<file path="config.mk">
export PLATFORM = sky130hd
export DESIGN_NAME = uart_fifo_core
export DESIGN_NICKNAME = d
export VERILOG_FILES = /design/src/rtl/uart_fifo_core.sv
export SDC_FILE = /design/constraint.sdc
export NUM_CORES = 1
export LEC_CHECK = 0
export CORE_UTILIZATION = 50
export DETAILED_ROUTE_END_ITERATION = 7
export HOLD_SLACK_MARGIN = 0.15
export PLACE_DENSITY_LB_ADDON = 0.1
export SKIP_CTS_REPAIR_TIMING = 1
export SYNTH_ARGS = -nofsm -noshare
export SYNTH_HDL_FRONTEND = slang
export SYNTH_SLANG_ARGS = --single-unit
</file>
<file path="constraint.sdc">
create_clock -name clk -period 3.3 [get_ports clk]
set_input_delay 0.66 -clock clk [delete_from_list [all_inputs] [get_ports clk]]
set_output_delay 0.66 -clock clk [all_outputs]
set_load 0.02 [all_outputs]
</file>
<file path="src/rtl/uart_fifo_core.sv">
// UART core: integer baud divider, FIFO-buffered TX and 16x-oversampled RX with framing/overrun errors.
// Define UART_PARITY_EN to add a parity bit (even/odd per PARITY_ODD) to every frame.
module uart_fifo_core #(
  parameter int CLK_HZ     = 50_000_000,
  parameter int BAUD       = 115_200,
  parameter int DATA_BITS  = 8,
  parameter int FIFO_DEPTH = 16,
  parameter int PARITY_ODD = 0
) (
  input  logic                 clk,
  input  logic                 reset,
  input  logic                 wr_enb,
  input  logic [DATA_BITS-1:0] data_in,
  output logic                 tx_full,
  output logic                 tx_active,
  output logic                 tx_serial_out,
  input  logic                 rx_serial_in,
  input  logic                 rd_enb,
  output logic [DATA_BITS-1:0] rx_data_out,
  output logic                 rx_empty,
  output logic                 rx_overrun,
  output logic                 rx_frame_err,
  output logic                 rx_parity_err,
  input  logic                 clr_err
);
  localparam int DIV_RAW  = CLK_HZ / (BAUD * 16);
  localparam int DIV      = (DIV_RAW < 1) ? 1 : DIV_RAW;
  localparam int BIT_CLKS = 16 * DIV;
  localparam int AW       = $clog2(FIFO_DEPTH);
  localparam int CW       = $clog2(BIT_CLKS);
  localparam int DCW      = $clog2(DIV) + 1;
  localparam int BW       = $clog2(DATA_BITS);

  if (DATA_BITS < 5 || DATA_BITS > 9) begin : g_bad_bits
    $error("uart_fifo_core: DATA_BITS must be 5..9");
  end
  if (FIFO_DEPTH < 2 || (FIFO_DEPTH & (FIFO_DEPTH - 1)) != 0) begin : g_bad_depth
    $error("uart_fifo_core: FIFO_DEPTH must be a power of two >= 2");
  end
  if (PARITY_ODD < 0 || PARITY_ODD > 1) begin : g_bad_par
    $error("uart_fifo_core: PARITY_ODD must be 0 or 1");
  end

  typedef enum logic [2:0] {
    S_IDLE,
    S_START,
    S_DATA,
`ifdef UART_PARITY_EN
    S_PAR,
`endif
    S_STOP
  } state_t;

  // ---------------- TX FIFO ----------------
  logic [DATA_BITS-1:0] tx_mem [FIFO_DEPTH];
  logic [AW:0]          tx_wp, tx_rp;
  logic                 tx_empty, tx_push, tx_pop;

  assign tx_empty = (tx_wp == tx_rp);
  assign tx_full  = (tx_wp[AW] != tx_rp[AW]) && (tx_wp[AW-1:0] == tx_rp[AW-1:0]);
  assign tx_push  = wr_enb && !tx_full;

  always_ff @(posedge clk) begin
    if (reset) begin
      tx_wp <= '0;
      tx_rp <= '0;
    end else begin
      if (tx_push) tx_wp <= tx_wp + 1'b1;
      if (tx_pop)  tx_rp <= tx_rp + 1'b1;
    end
  end

  always_ff @(posedge clk) begin
    if (!reset && tx_push) tx_mem[tx_wp[AW-1:0]] <= data_in;
  end

  // ---------------- TX FSM ----------------
  state_t               tx_state, tx_next;
  logic [CW-1:0]        tx_cnt;
  logic [BW-1:0]        tx_bit;
  logic [DATA_BITS-1:0] tx_shift;
  logic                 tx_bit_end, tx_line;
`ifdef UART_PARITY_EN
  logic                 tx_par;
`endif

  assign tx_bit_end = (tx_cnt == CW'(BIT_CLKS - 1));

  always_comb begin
    tx_next = tx_state;
    tx_pop  = 1'b0;
    tx_line = 1'b1;
    case (tx_state)
      S_IDLE: begin
        if (!tx_empty) begin
          tx_pop  = 1'b1;
          tx_next = S_START;
        end
      end
      S_START: begin
        tx_line = 1'b0;
        if (tx_bit_end) tx_next = S_DATA;
      end
      S_DATA: begin
        tx_line = tx_shift[0];
        if (tx_bit_end && tx_bit == BW'(DATA_BITS - 1)) begin
`ifdef UART_PARITY_EN
          tx_next = S_PAR;
`else
          tx_next = S_STOP;
`endif
        end
      end
`ifdef UART_PARITY_EN
      S_PAR: begin
        tx_line = tx_par;
        if (tx_bit_end) tx_next = S_STOP;
      end
`endif
      S_STOP: begin
        if (tx_bit_end) tx_next = S_IDLE;
      end
      default: tx_next = S_IDLE;
    endcase
  end

  // Line and activity are re-registered so both shift together and stay glitch-free.
  always_ff @(posedge clk) begin
    if (reset) begin
      tx_state      <= S_IDLE;
      tx_cnt        <= '0;
      tx_bit        <= '0;
      tx_shift      <= '0;
      tx_serial_out <= 1'b1;
      tx_active     <= 1'b0;
`ifdef UART_PARITY_EN
      tx_par        <= 1'b0;
`endif
    end else begin
      tx_state      <= tx_next;
      tx_cnt        <= (tx_state == S_IDLE || tx_bit_end) ? '0 : tx_cnt + 1'b1;
      tx_serial_out <= tx_line;
      tx_active     <= (tx_state != S_IDLE);
      if (tx_pop) begin
        tx_shift <= tx_mem[tx_rp[AW-1:0]];
        tx_bit   <= '0;
`ifdef UART_PARITY_EN
        tx_par   <= (^tx_mem[tx_rp[AW-1:0]]) ^ 1'(PARITY_ODD);
`endif
      end else if (tx_state == S_DATA && tx_bit_end) begin
        tx_shift <= tx_shift >> 1;
        tx_bit   <= tx_bit + 1'b1;
      end
    end
  end

  // ---------------- RX synchroniser and oversample divider ----------------
  logic           rx_meta, rx_s, rx_d, rx_fall, rx_tick, rx_restart;
  logic [DCW-1:0] div_cnt;

  always_ff @(posedge clk) begin
    if (reset) begin
      rx_meta <= 1'b1;
      rx_s    <= 1'b1;
      rx_d    <= 1'b1;
    end else begin
      rx_meta <= rx_serial_in;
      rx_s    <= rx_meta;
      rx_d    <= rx_s;
    end
  end

  assign rx_fall = rx_d && !rx_s;
  assign rx_tick = (div_cnt == DCW'(DIV - 1));

  always_ff @(posedge clk) begin
    if (reset || rx_restart || rx_tick) div_cnt <= '0;
    else                                div_cnt <= div_cnt + 1'b1;
  end

  // ---------------- RX FSM ----------------
  state_t               rx_state, rx_next;
  logic [3:0]           rx_os;
  logic [BW-1:0]        rx_bit;
  logic [DATA_BITS-1:0] rx_shift;
  logic                 rx_bit_smp, rx_data_smp, rx_stop_smp;

  assign rx_bit_smp  = rx_tick && (rx_os == 4'd15);
  assign rx_data_smp = (rx_state == S_DATA) && rx_bit_smp;
  assign rx_stop_smp = (rx_state == S_STOP) && rx_bit_smp;

  always_comb begin
    rx_next    = rx_state;
    rx_restart = 1'b0;
    case (rx_state)
      S_IDLE: begin
        if (rx_fall) begin
          rx_next    = S_START;
          rx_restart = 1'b1;
        end
      end
      // Mid-start re-check rejects short low glitches.
      S_START: begin
        if (rx_tick && rx_os == 4'd7) rx_next = rx_s ? S_IDLE : S_DATA;
      end
      S_DATA: begin
        if (rx_bit_smp && rx_bit == BW'(DATA_BITS - 1)) begin
`ifdef UART_PARITY_EN
          rx_next = S_PAR;
`else
          rx_next = S_STOP;
`endif
        end
      end
`ifdef UART_PARITY_EN
      S_PAR: begin
        if (rx_bit_smp) rx_next = S_STOP;
      end
`endif
      S_STOP: begin
        if (rx_bit_smp) rx_next = S_IDLE;
      end
      default: rx_next = S_IDLE;
    endcase
  end

  always_ff @(posedge clk) begin
    if (reset) begin
      rx_state     <= S_IDLE;
      rx_os        <= '0;
      rx_bit       <= '0;
      rx_shift     <= '0;
      rx_frame_err <= 1'b0;
    end else begin
      rx_state     <= rx_next;
      rx_frame_err <= rx_stop_smp && !rx_s;
      if (rx_state == S_IDLE || (rx_state == S_START && rx_next != S_START)) rx_os <= '0;
      else if (rx_tick)                                                     rx_os <= rx_os + 1'b1;
      if (rx_state == S_START) rx_bit <= '0;
      if (rx_data_smp) begin
        rx_shift <= {rx_s, rx_shift[DATA_BITS-1:1]};
        rx_bit   <= rx_bit + 1'b1;
      end
    end
  end

`ifdef UART_PARITY_EN
  always_ff @(posedge clk) begin
    if (reset) rx_parity_err <= 1'b0;
    else       rx_parity_err <= (rx_state == S_PAR) && rx_bit_smp &&
                                (rx_s != ((^rx_shift) ^ 1'(PARITY_ODD)));
  end
`else
  assign rx_parity_err = 1'b0;
`endif

  // ---------------- RX FIFO ----------------
  logic [DATA_BITS-1:0] rx_mem [FIFO_DEPTH];
  logic [AW:0]          rx_wp, rx_rp;
  logic                 rx_full, rx_push, rx_pop, rx_do_push;

  assign rx_empty    = (rx_wp == rx_rp);
  assign rx_full     = (rx_wp[AW] != rx_rp[AW]) && (rx_wp[AW-1:0] == rx_rp[AW-1:0]);
  assign rx_push     = rx_stop_smp && rx_s;
  assign rx_pop      = rd_enb && !rx_empty;
  assign rx_do_push  = rx_push && (!rx_full || rx_pop);
  assign rx_data_out = rx_empty ? '0 : rx_mem[rx_rp[AW-1:0]];

  always_ff @(posedge clk) begin
    if (reset) begin
      rx_wp      <= '0;
      rx_rp      <= '0;
      rx_overrun <= 1'b0;
    end else begin
      if (rx_do_push) rx_wp <= rx_wp + 1'b1;
      if (rx_pop)     rx_rp <= rx_rp + 1'b1;
      if (rx_push && rx_full && !rx_pop) rx_overrun <= 1'b1;
      else if (clr_err)                  rx_overrun <= 1'b0;
    end
  end

  always_ff @(posedge clk) begin
    if (!reset && rx_do_push) rx_mem[rx_wp[AW-1:0]] <= rx_shift;
  end

endmodule

</file>
* After elaboration in Yosys (flattened, before gate mapping)
Memory sizes are Yosys's and may differ from the RTL's. A register that Yosys moved wholly into a read port is not among the register bits.
Cells that the tools add are included.
** Word-level totals
- Output and inout bits :: 15
- Logic and storage cells :: 126
- Bits in registers :: 74
- Memory bits (writable) :: 256
- Memories :: 2
** Cells by class
- $add $sub $neg :: 9
- Eq/ne operators :: 23
- Muxes and demuxes :: 31
- Reductions and logical operators :: 41
** Memory list
- rx_mem :: words 16, bits a word 8, read ports 1, clocked after memory_dff 1, wr ports 1, RTL line 258 : logic [DATA_BITS-1:0] rx_mem [FIFO_DEPTH];
- tx_mem :: words 16, bits a word 8, read ports 1, clocked after memory_dff 1, wr ports 1, RTL line 55 : logic [DATA_BITS-1:0] tx_mem [FIFO_DEPTH];
** Operator list (number)
- $mux 3 :: 10
- $mux 8 :: 3
- $pmux 3 s4 :: 2
- $add 5x1->5 const B :: 4
- $logic_and 1x1->1 :: 20
- $mux 4 :: 4
- $eq 3x2->1 const B :: 4
- $eq 5x5->1 :: 2
- $mux 1 :: 10
- $add 9x1->9 const B :: 1
- $eq 9x9->1 const B :: 1
- $eq 4x4->1 :: 2
- $ne 2x2->1 const B :: 4
- $add 3x1->3 const B :: 2
- $add 6x1->6 const B :: 1
- $eq 3x1->1 const B :: 2
- $eq 3x3->1 const B :: 2
- $eq 6x5->1 const B :: 1
- $logic_not 1->1 :: 6
- $logic_not 3->1 :: 2
- $reduce_bool 2->1 :: 3
- $reduce_or 2->1 :: 3
- $logic_or 1x1->1 :: 5
- $add 4x1->4 const B :: 1
- 8 further kinds :: 9

* Longest topological paths before layout
Gate-level depths: netlist of run 1.
- Word-level depth :: 9
- Gate-level depth with buffers :: 8
- Gate-level depth less buffers :: 7

* Least setup slack after synthesis of run 1
No wires, ideal clock.
- Kind :: register to register
- Start :: register div_cnt[0]
- End :: memory rx_mem[0][0] (enable)
- Stages on the path, launching flop included :: 8
- Path buffers :: 1
- Setup slack :: 0.696 ns
- Setup time :: 0.395 ns
- Required time :: 2.905 ns
- Period minus slack after synthesis :: 2.604 ns
- Arrival time :: 2.209 ns
- Cell sequence :: dfxtp_1 > inv_1 > ha_1 > and4b_1 > and2_1 > o311ai_4 > buf_2 > nor4_1
** On the way
- Longest elaborated chain between the ends :: 8
** Ends and longest elaborated chain
- from (decl) :: RTL line 159 : logic [DCW-1:0] div_cnt;
- from (signal assigned) :: RTL line 178 : else div_cnt <= div_cnt + 1'b1;
- $eq 6x5->1 :: RTL line 174 : assign rx_tick = (div_cnt == DCW'(DIV - 1));
- $logic_and 1x1->1 :: RTL line 188 : assign rx_bit_smp = rx_tick && (rx_os == 4'd15);
- $logic_and 1x1->1 :: RTL line 190 : assign rx_stop_smp = (rx_state == S_STOP) && rx_bit_smp;
- $logic_and 1x1->1 :: RTL line 264 : assign rx_push = rx_stop_smp && rx_s;
- $logic_and 1x1->1 :: RTL line 266 : assign rx_do_push = rx_push && (!rx_full || rx_pop);
- $logic_and 1x1->1 :: RTL line 283 : if (!reset && rx_do_push) rx_mem[rx_wp[AW-1:0]] <= rx_shift;
- $mux 1 :: RTL line 283
- $mux 1 (not written as such) :: RTL line 283
- to (decl) :: RTL line 258
Every way passes these cells.

==> impl_metrics.py, run 1 <==
metrics = {
    "outcome": {
        "status": "complete, but fails checks",
        "violations": "DRC",
    },
    "placement": {
        "port_buffers": 27,
        "dp_slack_ns": 0.222,
        "hpwl_mm": 17.5,
        "placed_area_sq_um": 14400,
        "gpl.final_weighted_congestion": 0.770,
    },
    "clocking": {
        "cts-root-buf": "clkbuf_16",
        "cts_buffers": 36,
        "clk_pin_slew_worst_paths_ns": 0.06,
        "clockBufferDepth": 3,
        "cts_tree": "built",
        "clock-sinks": 337,
        "insertion_delay_ns": 0.52,
        "h-tree-depth": 2,
    },
    "finish": {
        "finalNetCount": 924,
        "antenna_cells": 0,
        "multiInputGateArea_sq_um": 3960,
        "regArea_sq_um": 9320,
        "syn_to_final_growth_pct": 15.5,
        "drive_gt1_share_pct": 20.4,
        "fill_cells": 1947,
        "fin_area_sq_um": 15600,
    },
    "routing": {
        "post_drt_wl_per_cell_um": 21.8,
        "wirelength_mm": 27.3,
        "vias": 7167,
        "drt_pass1_iterations": 7,
        "ant_nets": 0,
        "detail_route.iter0.violations": 592,
        "routed_via_density": 5.73,
        "drc": 3,
    },
    "worst_setup_path": {
        "cp-start-kind": "register",
        "critPathCaptureType": "output pin",
        "path_class": "register to output pin",
        "crit_required_ns": 2.64,
        "cp_data_arrival_time_ns": 2.49,
        "crit_fanout": 20,
    },
    "min_path": {
        "hp-class": "register to register",
    },
    "global_routing": {
        "antenna_found_initial": 0,
        "grt_pass1_vias": 7446,
        "grtUsageTotal_pct": 20.4,
        "overflow": 0,
        "grt_max_degree": 36,
        "grt_pass1_wl_mm": 42.8,
    },
    "yosys": {
        "synth.area.mux_share_pct": 13.5,
        "synth-simple-area-share_pct": 8.41,
        "synth_top_family_by_area": "multiplexers",
        "synth_area_leaders": "edfxtp_1 57%, dfxtp_1 12%, mux4_2 12%",
        "synth-seq-area-share_pct": 68.9,
        "synth_compound_area_share_pct": 2.73,
        "synth_cell_types": 49,
        "postSynthAreaPerCell_sq_um": 16.5,
        "synth.cell_area_sq_um": 13500,
        "yosysTopAreaCellShare_pct": 56.9,
        "synth-seq-cells": 337,
        "async_flop_share_pct": 0,
        "ys.warnings.count": 0,
        "synth_cells": 819,
        "synth-edff-count": 256,
        "synth_top_area_cell": "edfxtp_1",
        "synth-adder-area-share_pct": 2.04,
        "ys_dominant_reg_cell": "edfxtp_1",
        "synthXorXnorAreaFrac_pct": 2.53,
    },
    "floorplan": {
        "placementRows": 59,
        "chipHeight_um": 166,
        "initial_utilization_pct": 51.4,
        "ios": 29,
        "coreArea_sq_um": 26300,
        "die_w_um": 166,
        "dieArea_sq_um": 27700,
    },
    "power_and_ir_drop": {
        "p_leak_nw": 5.21,
        "power.density_nw_per_um2": 616,
        "irDropWorstVdd_v": 0.000474,
    },
    "sta": {
        "slew_violations": 0,
        "rsz0062_at_grt": "no",
        "clock_skew_ns": 0.0168,
        "slew_headroom_pct": 51.7,
        "clock.fmax_mhz": 317,
        "hold_violations": 0,
        "finalWorstSetupSlack_ns": 0.149,
        "period_share_pct": 95.5,
        "setup_viol": 0,
        "worst_slew_pin_slew_ns": 0.725,
        "fin_crit_ns": 3.15,
    },
    "flow_run": {
        "maxCapViolations": 0,
    },
}
==> report_power, final <==
group | internal [W] | total, W | switching [W]
combinational | 0.000360 | 0.000807 | 0.000447
sequential | 0.00462 | 0.00469 | 0.0000626
clock | 0.00255 | 0.00411 | 0.00157
total | 0.00753 | 0.00961 | 0.00208
==> metrics by stage <==
stage / utilization (%) / hold slack [ns] / TNS, ns / total power, W / instances
after floorplan: - / 0.389 / 0 / 0.00537 / 820
after global placement: 54.6 / 0.403 / 0 / 0.00556 / 1185
after detailed placement: 54.6 / 0.397 / 0 / 0.00559 / 1185
after CTS: 59.3 / 0.410 / -2.07 / 0.00971 / 1250
after global routing: 59.4 / 0.428 / 0 / 0.00995 / 1250
final: 59.4 / 0.409 / 0 / 0.00961 / 1250
==> cell usage in the layout (no fill, tap or decap), drive strengths merged, types with 3 or more instances in the layout <==
cell,synthesis,routed
buf,24,46
xnor2,21,21
xor2,18,18
a21oi,12,12
nor2,78,78
nand2b,18,18
dfxtp,81,81
nand2,26,26
o22ai,14,14
o21ai,9,9
mux2,3,3
nor3,17,17
or2,6,6
bufinv,0,5
or3b,3,3
or3,3,3
clkbuf,18,50
mux4,72,72
inv,11,13
mux2i,17,17
a311oi,8,8
nand4,8,8
clkdlybuf4s50,0,18
clkinv,0,7
nand3,18,18
nor2b,11,11
ha,22,22
nor4b,4,4
o211ai,5,5
edfxtp,256,256
dlymetal6s2s,0,8
and4,6,6
nor4,12,12
==> path summary, 6_finish.rpt <==
kind,startpoint,to,slack [ns],cells past startpoint
max reg2reg,div_cnt[1]$_SDFF_PP0_,rx_mem[11][7]$_DFFE_PP_,0.75,7
min reg2reg,rx_meta$_SDFF_PP1_,rx_s$_SDFF_PP1_,0.41,1
min,rx_meta$_SDFF_PP1_,rx_s$_SDFF_PP1_,0.41,1
max,register,rx_data_out[3],0.15,5
==> flip-flops by register name (all words and copies together), names as in the netlist, 2 cells and up, named ones only <==
| name | flops |
|---|---|
| rx_mem | 128 |
| tx_mem | 128 |
| tx_cnt | 9 |
| rx_shift | 8 |
| tx_shift | 8 |
| div_cnt | 6 |
| rx_rp | 5 |
| rx_wp | 5 |
| tx_rp | 5 |
| tx_wp | 5 |
| rx_os | 4 |
| rx_bit | 3 |
| rx_state | 3 |
| tx_bit | 3 |
| tx_state | 2 |
==> Yosys cell counts, types with 3 or more instances <==
cell,number
mux2i_1,17
or3_1,3
mux2_2,3
o211ai_1,5
nand4_1,8
a311oi_1,8
dfxtp_1,81
nand2_1,26
o22ai_1,14
ha_1,22
buf_4,4
nor3_1,17
mux4_2,72
xor2_1,18
nor4b_1,4
edfxtp_1,256
clkbuf_1,18
nand3_1,18
inv_1,11
nor2b_1,11
o21ai_0,7
buf_2,11
xnor2_1,21
buf_1,6
and4_1,6
a21oi_1,12
or2_2,5
buf_6,3
nor4_1,12
nor2_1,78
nand2b_1,18
==> kinds of logic after synthesis <==
kind of cell / Yosys count
compound gates: 54
xor+xnor: 39
fa+ha+maj: 22
buf+inv: 53
flops: 337
mux: 92
other cells: 1
simple gates: 221
==> layout make-up <==
class / instances / area share [%]
Sequential cell: 337 / 59.7
Timing Repair Buffer: 72 / 4.18
Inverter: 11 / 0.265
Clock buffer: 50 / 6.50
Tap cell: 335 / 2.69
Multi-Input combinational cell: 430 / 25.3
Clock inverter: 15 / 1.34
==> critical path: stages, from the launching register on <==
cell and delay (ns):
dfxtp_4 0.42, buf_12 0.21, mux4_2 0.52, mux4_2 0.46, nor2b_1 0.14, dlymetal6s2s_1 0.21
==> routing by layer <==
layer  global-route usage (%)  wire length (um)  vias to the layer above  share of wire (%)
li1                         -                 -                     3318                  -
met1                     26.3             11500                     3650                 42
met2                     35.5             14000                      149                 51
met3                     2.96              1060                       50                3.9
met4                     6.96               772                        0                2.8
met5                        0                 0                        -                  0
(Power assumes the default switching activity.)
==> run 2: changes to the inputs <==
--- a/config.mk
+++ b/config.mk
@@ -5,7 +5,7 @@
 export SDC_FILE = /design/constraint.sdc
 export NUM_CORES = 1
 export LEC_CHECK = 0
-export CORE_UTILIZATION = 50
+export CORE_UTILIZATION = 55
 export DETAILED_ROUTE_END_ITERATION = 7
 export HOLD_SLACK_MARGIN = 0.15
 export PLACE_DENSITY_LB_ADDON = 0.1
==> impl_metrics.py, run 2 (synthesis results as in run 1) <==
metrics = {
    "floorplan": {
        "chipHeight_um": 159,
        "initial_utilization_pct": 56.9,
        "die_w_um": 159,
        "coreArea_sq_um": 23800,
        "ios": 29,
        "dieArea_sq_um": 25200,
        "placementRows": 56,
    },
    "global_routing": {
        "grtUsageTotal_pct": 21.7,
        "grt_max_degree": 33,
        "grt_pass1_wl_mm": 41.5,
        "antenna_found_initial": 0,
        "grt_pass1_vias": 7342,
        "overflow": 0,
    },
    "worst_setup_path": {
        "r2r_slack_ns": 0.77,
        "cp_common_cell": "mux4_2",
        "worstPathCellList": "buf_12 -> mux4_2 -> mux4_2 -> nor2b_1 -> dlymetal6s2s_1",
        "cp-start-kind": "register",
        "slowest_delay_ns": 0.53,
        "ff2ff_path_depth": 6,
        "crit_required_ns": 2.64,
        "worstSetupEndpoint": "rx_data_out[3]",
        "path_class": "register to output pin",
        "reg2reg_to": "tx_mem[11][4]$_DFFE_PP_",
        "cpMaxStageDelayCell": "mux4_2",
        "r2r_start": "tx_wp[2]$_SDFFE_PP0P_",
        "cp_data_arrival_time_ns": 2.49,
        "critPathCaptureType": "output pin",
        "crit_fanout": 15,
    },
    "sta": {
        "period_share_pct": 95.5,
        "worst_slew_pin_slew_ns": 0.700,
        "clock_skew_ns": 0.0252,
        "clock.fmax_mhz": 317,
        "fin_crit_ns": 3.15,
        "finalWorstSetupSlack_ns": 0.147,
        "hold_violations": 0,
        "slew_headroom_pct": 52.9,
        "setup_viol": 0,
        "rsz0062_at_grt": "no",
        "slew_violations": 0,
    },
    "finish": {
        "syn_to_final_growth_pct": 14.4,
        "fill_cells": 1639,
        "multiInputGateArea_sq_um": 3960,
        "antenna_cells": 0,
        "regArea_sq_um": 9310,
        "finalNonFillerCells": 1234,
        "final_common_cell": "edfxtp_1",
        "final_cell_mix": "256 x edfxtp_1, 79 x dfxtp_1, 78 x nor2_1, 72 x mux4_2, 43 x buf_4",
        "finalNetCount": 924,
        "drive_gt1_share_pct": 19.8,
        "post-route-util_pct": 65.1,
    },
    "placement": {
        "dp_cells": 1169,
        "hpwl_mm": 16.7,
        "port_buffers": 27,
        "dp_slack_ns": 0.230,
        "gpl.final_weighted_congestion": 0.775,
    },
    "clocking": {
        "h-tree-depth": 2,
        "clk_pin_slew_worst_paths_ns": 0.06,
        "clock-sinks": 337,
        "cts_buffers": 35,
        "cts-root-buf": "clkbuf_16",
        "clockBufferDepth": 3,
        "cts_tree": "built",
        "insertion_delay_ns": 0.52,
    },
    "routing": {
        "routed_via_density": 5.82,
        "wirelength_mm": 26.5,
        "post_drt_wl_per_cell_um": 21.5,
        "detail_route.iter0.violations": 551,
        "vias": 7178,
        "ant_nets": 0,
        "drc": 0,
        "drt_pass1_iterations": 4,
    },
    "power_and_ir_drop": {
        "p_leak_nw": 5.14,
        "finalPower_w": 0.00915,
        "irDropWorstVdd_v": 0.000435,
        "power.density_nw_per_um2": 592,
    },
    "flow_run": {
        "maxCapViolations": 0,
    },
    "outcome": {
        "status": "complete, no violations",
    },
    "min_path": {
        "hp-class": "register to register",
    },
}
## run 2: cell count changes in the layout (fill, tap and decap cells not counted), sizes merged
| cell | delta |
|---|---|
| bufinv | -4 |
| clkbuf | -5 |
| clkinv | +7 |
| clkinvlp | +1 |
| inv | +1 |
## run 2: worst min-delay path by stage
| stage | from | endpoint | cells after the start |
|---|---|---|---|
| after global placement | rx_meta$_SDFF_PP1_ | rx_s$_SDFF_PP1_ | 1 |
| after detailed placement | rx_meta$_SDFF_PP1_ | rx_s$_SDFF_PP1_ | 1 |
| after floorplan | rx_meta$_SDFF_PP1_ | rx_s$_SDFF_PP1_ | 1 |
| final | rx_meta$_SDFF_PP1_ | rx_s$_SDFF_PP1_ | 1 |
| after CTS | rx_meta$_SDFF_PP1_ | rx_s$_SDFF_PP1_ | 1 |
| after global routing | rx_meta$_SDFF_PP1_ | rx_s$_SDFF_PP1_ | 1 |
## run 2: layout make-up
cell class | count | area share, %
flip-flops and latches | 337 | 60.3
clock inverters | 20 | 0.939
multi-input cells | 430 | 25.6
inverters | 11 | 0.267
clock buffers | 44 | 6.02
repair buffers | 73 | 4.35
well taps | 319 | 2.58
## run 2: power by group
group,internal [W],total (W),switching [W]
registers,0.00462,0.00469,0.0000639
logic,0.000359,0.000800,0.000440
clock network,0.00210,0.00366,0.00156
total,0.00708,0.00915,0.00206
## run 2: critical path: cells and delay by family (launching register included)
kind	cells	cell delay, ns
flops	1	0.41
simple gates	1	0.17
buf+inv	2	0.40
mux	2	1.00
## run 2: per-layer routing
layer / routed length, um / global-route usage [%] / vias up
li1: - / - / 3315
met3: 1140 / 3.66 / 46
met2: 13700 / 37.2 / 168
met5: 0 / 0 / -
met1: 11000 / 27.9 / 3649
met4: 704 / 7.68 / 0
## run 2: per-stage QoR
step / hold slack (ns) / instance area (sq um) / TNS, ns
global route: 0.432 / 15500 / 0
finish: 0.408 / 15500 / 0
floorplan: 0.389 / 13500 / 0
detailed placement: 0.404 / 14300 / 0
CTS: 0.416 / 15400 / -2.17
global placement: 0.398 / 14300 / 0
==> run 3: changes to the inputs <==
--- a/config.mk
+++ b/config.mk
@@ -6,6 +6,7 @@
 export NUM_CORES = 1
 export LEC_CHECK = 0
 export CORE_UTILIZATION = 55
+export CTS_CLUSTER_SIZE = 12
 export DETAILED_ROUTE_END_ITERATION = 7
 export HOLD_SLACK_MARGIN = 0.15
 export PLACE_DENSITY_LB_ADDON = 0.1
==> impl_metrics.py, run 3 (synthesis results as in run 1) <==
metrics = {
    "routing": {
        "routed_via_density": 5.85,
        "post_drt_wl_per_cell_um": 21.5,
        "detail_route.iter0.violations": 481,
        "ant_nets": 0,
        "vias": 7196,
        "drc": 0,
        "drt_pass1_iterations": 5,
        "wirelength_mm": 26.5,
    },
    "sta": {
        "worst_slew_pin_slew_ns": 0.741,
        "period_share_pct": 95.5,
        "fin_crit_ns": 3.15,
        "clock_skew_ns": 0.0218,
        "rsz0062_at_grt": "no",
        "clock.fmax_mhz": 317,
        "hold_violations": 0,
        "setup_viol": 0,
        "slew_violations": 0,
        "slew_headroom_pct": 50.6,
    },
    "power_and_ir_drop": {
        "netSwitchingPower_w": 0.00201,
        "power.density_nw_per_um2": 595,
        "p_seq_share_pct": 51.0,
        "p_leak_nw": 5.15,
        "comb_power_share_pct": 8.7,
        "irDropWorstVdd_v": 0.000493,
        "pwr-share-clk_pct": 40.3,
        "p_sw_share_pct": 21.8,
        "internal_power_w": 0.00719,
    },
    "clocking": {
        "insertion_delay_ns": 0.52,
        "cts_tree": "built",
        "h-tree-depth": 2,
        "clk_pin_slew_worst_paths_ns": 0.06,
        "clockBufferDepth": 3,
        "cts_buffers": 36,
        "cts-root-buf": "clkbuf_16",
        "clock-sinks": 337,
    },
    "finish": {
        "final_common_cell": "edfxtp_1",
        "finalNetCount": 925,
        "syn_to_final_growth_pct": 14.5,
        "fill_cells": 1636,
        "fin_area_sq_um": 15500,
        "antenna_cells": 0,
        "finalNonFillerCells": 1231,
        "drive_gt1_share_pct": 19.4,
        "regArea_sq_um": 9310,
        "final_cell_mix": "256 x edfxtp_1, 79 x dfxtp_1, 78 x nor2_1, 72 x mux4_2, 43 x buf_4",
        "multiInputGateArea_sq_um": 3960,
    },
    "floorplan": {
        "initial_utilization_pct": 56.9,
        "coreArea_sq_um": 23800,
        "chipHeight_um": 159,
        "placementRows": 56,
        "dieArea_sq_um": 25200,
        "die_w_um": 159,
        "ios": 29,
    },
    "worst_setup_path": {
        "critPathCaptureType": "output pin",
        "crit_required_ns": 2.64,
        "r2r_start": "div_cnt[0]$_SDFF_PP0_",
        "cp-start-kind": "register",
        "cp_data_arrival_time_ns": 2.49,
        "reg2reg_to": "rx_mem[11][7]$_DFFE_PP_",
        "r2r_slack_ns": 0.84,
        "path_class": "register to output pin",
        "crit_fanout": 15,
        "ff2ff_path_depth": 8,
    },
    "global_routing": {
        "grt_max_degree": 33,
        "grtUsageTotal_pct": 21.8,
        "grt_pass1_vias": 7446,
        "antenna_found_initial": 0,
        "grt_pass1_wl_mm": 41.7,
        "overflow": 0,
    },
    "flow_run": {
        "maxCapViolations": 0,
    },
    "min_path": {
        "hold_start": "rx_meta$_SDFF_PP1_",
        "min_to": "rx_s$_SDFF_PP1_",
        "hp-class": "register to register",
        "hold_depth": 1,
    },
    "placement": {
        "placed_area_sq_um": 14300,
        "hpwl_mm": 16.7,
        "port_buffers": 27,
        "gpl.final_weighted_congestion": 0.775,
        "dp_cells": 1169,
    },
    "outcome": {
        "status": "complete, no violations",
    },
}
## run 3: cell count changes in the layout (fill, tap and decap cells not counted)
cell	change
clkbuf_1	+5
clkinv_2	-5
clkinv_1	-4
clkbuf_8	+3
clkinvlp_4	-2
clkbuf_16	+1
clkinv_4	+1
clkinv_8	-1
inv_8	-1
## run 3: through the flow
| stage | worst slack [ns] | total power [W] | util (%) | setup TNS (ns) | hold WS (ns) |
|---|---|---|---|---|---|
| floorplan | 0.696 | 0.00537 | - | 0 | 0.389 |
| global placement | 0.274 | 0.00555 | 60.3 | 0 | 0.398 |
| detailed placement | 0.230 | 0.00559 | 60.3 | 0 | 0.404 |
| CTS | -0.306 | 0.00927 | 64.9 | -2.17 | 0.416 |
| global route | 0.0180 | 0.00952 | 65.1 | 0 | 0.432 |
| finish | 0.148 | 0.00920 | 65.1 | 0 | 0.408 |
## run 3: layout make-up
class | instances | share of cell area [%]
clock inverter | 8 | 0.461
inverter | 11 | 0.267
multi-input combinational | 430 | 25.6
sequential | 337 | 60.2
timing repair buffer | 73 | 4.35
tap | 319 | 2.58
clock buffer | 53 | 6.57
## run 3: how the worst max path moves through the flow
stage                                      from  slack, ns                endpoint
final                                  register       0.15          rx_data_out[3]
after global placement                 register       0.27          rx_data_out[3]
after detailed placement               register       0.23          rx_data_out[3]
after CTS                              register      -0.31          rx_data_out[3]
after floorplan           div_cnt[0]$_SDFF_PP0_       0.70  rx_mem[0][0]$_DFFE_PP_
after global routing      rx_wp[3]$_SDFFE_PP0P_       0.02                rx_empty
## run 3: power by group through the flow
stage / combinational, W / sequential (W) / clock [W]
6_report: 0.000801 / 0.00469 / 0.00371
5_1_grt: 0.000881 / 0.00469 / 0.00394
4_1_cts: 0.000815 / 0.00469 / 0.00376
3_5_place_dp: 0.000810 / 0.00478 / 0
3_3_place_gp: 0.000784 / 0.00477 / 0
2_1_floorplan: 0.000601 / 0.00477 / 0
## run 3: worst max-delay path: stages (launching register included)
cell and delay (ns):
dfxtp_4 0.41, buf_12 0.19, mux4_2 0.52, mux4_2 0.48
nor2b_1 0.16, dlymetal6s2s_1 0.21
## run 3: layer usage
metal	vias up	track usage, %	part of all wire, %
li1	3306	-	-
met1	3637	28.2	41
met2	206	37.9	52
met3	47	2.82	4.6
met4	0	7.37	2.3
met5	-	0	0
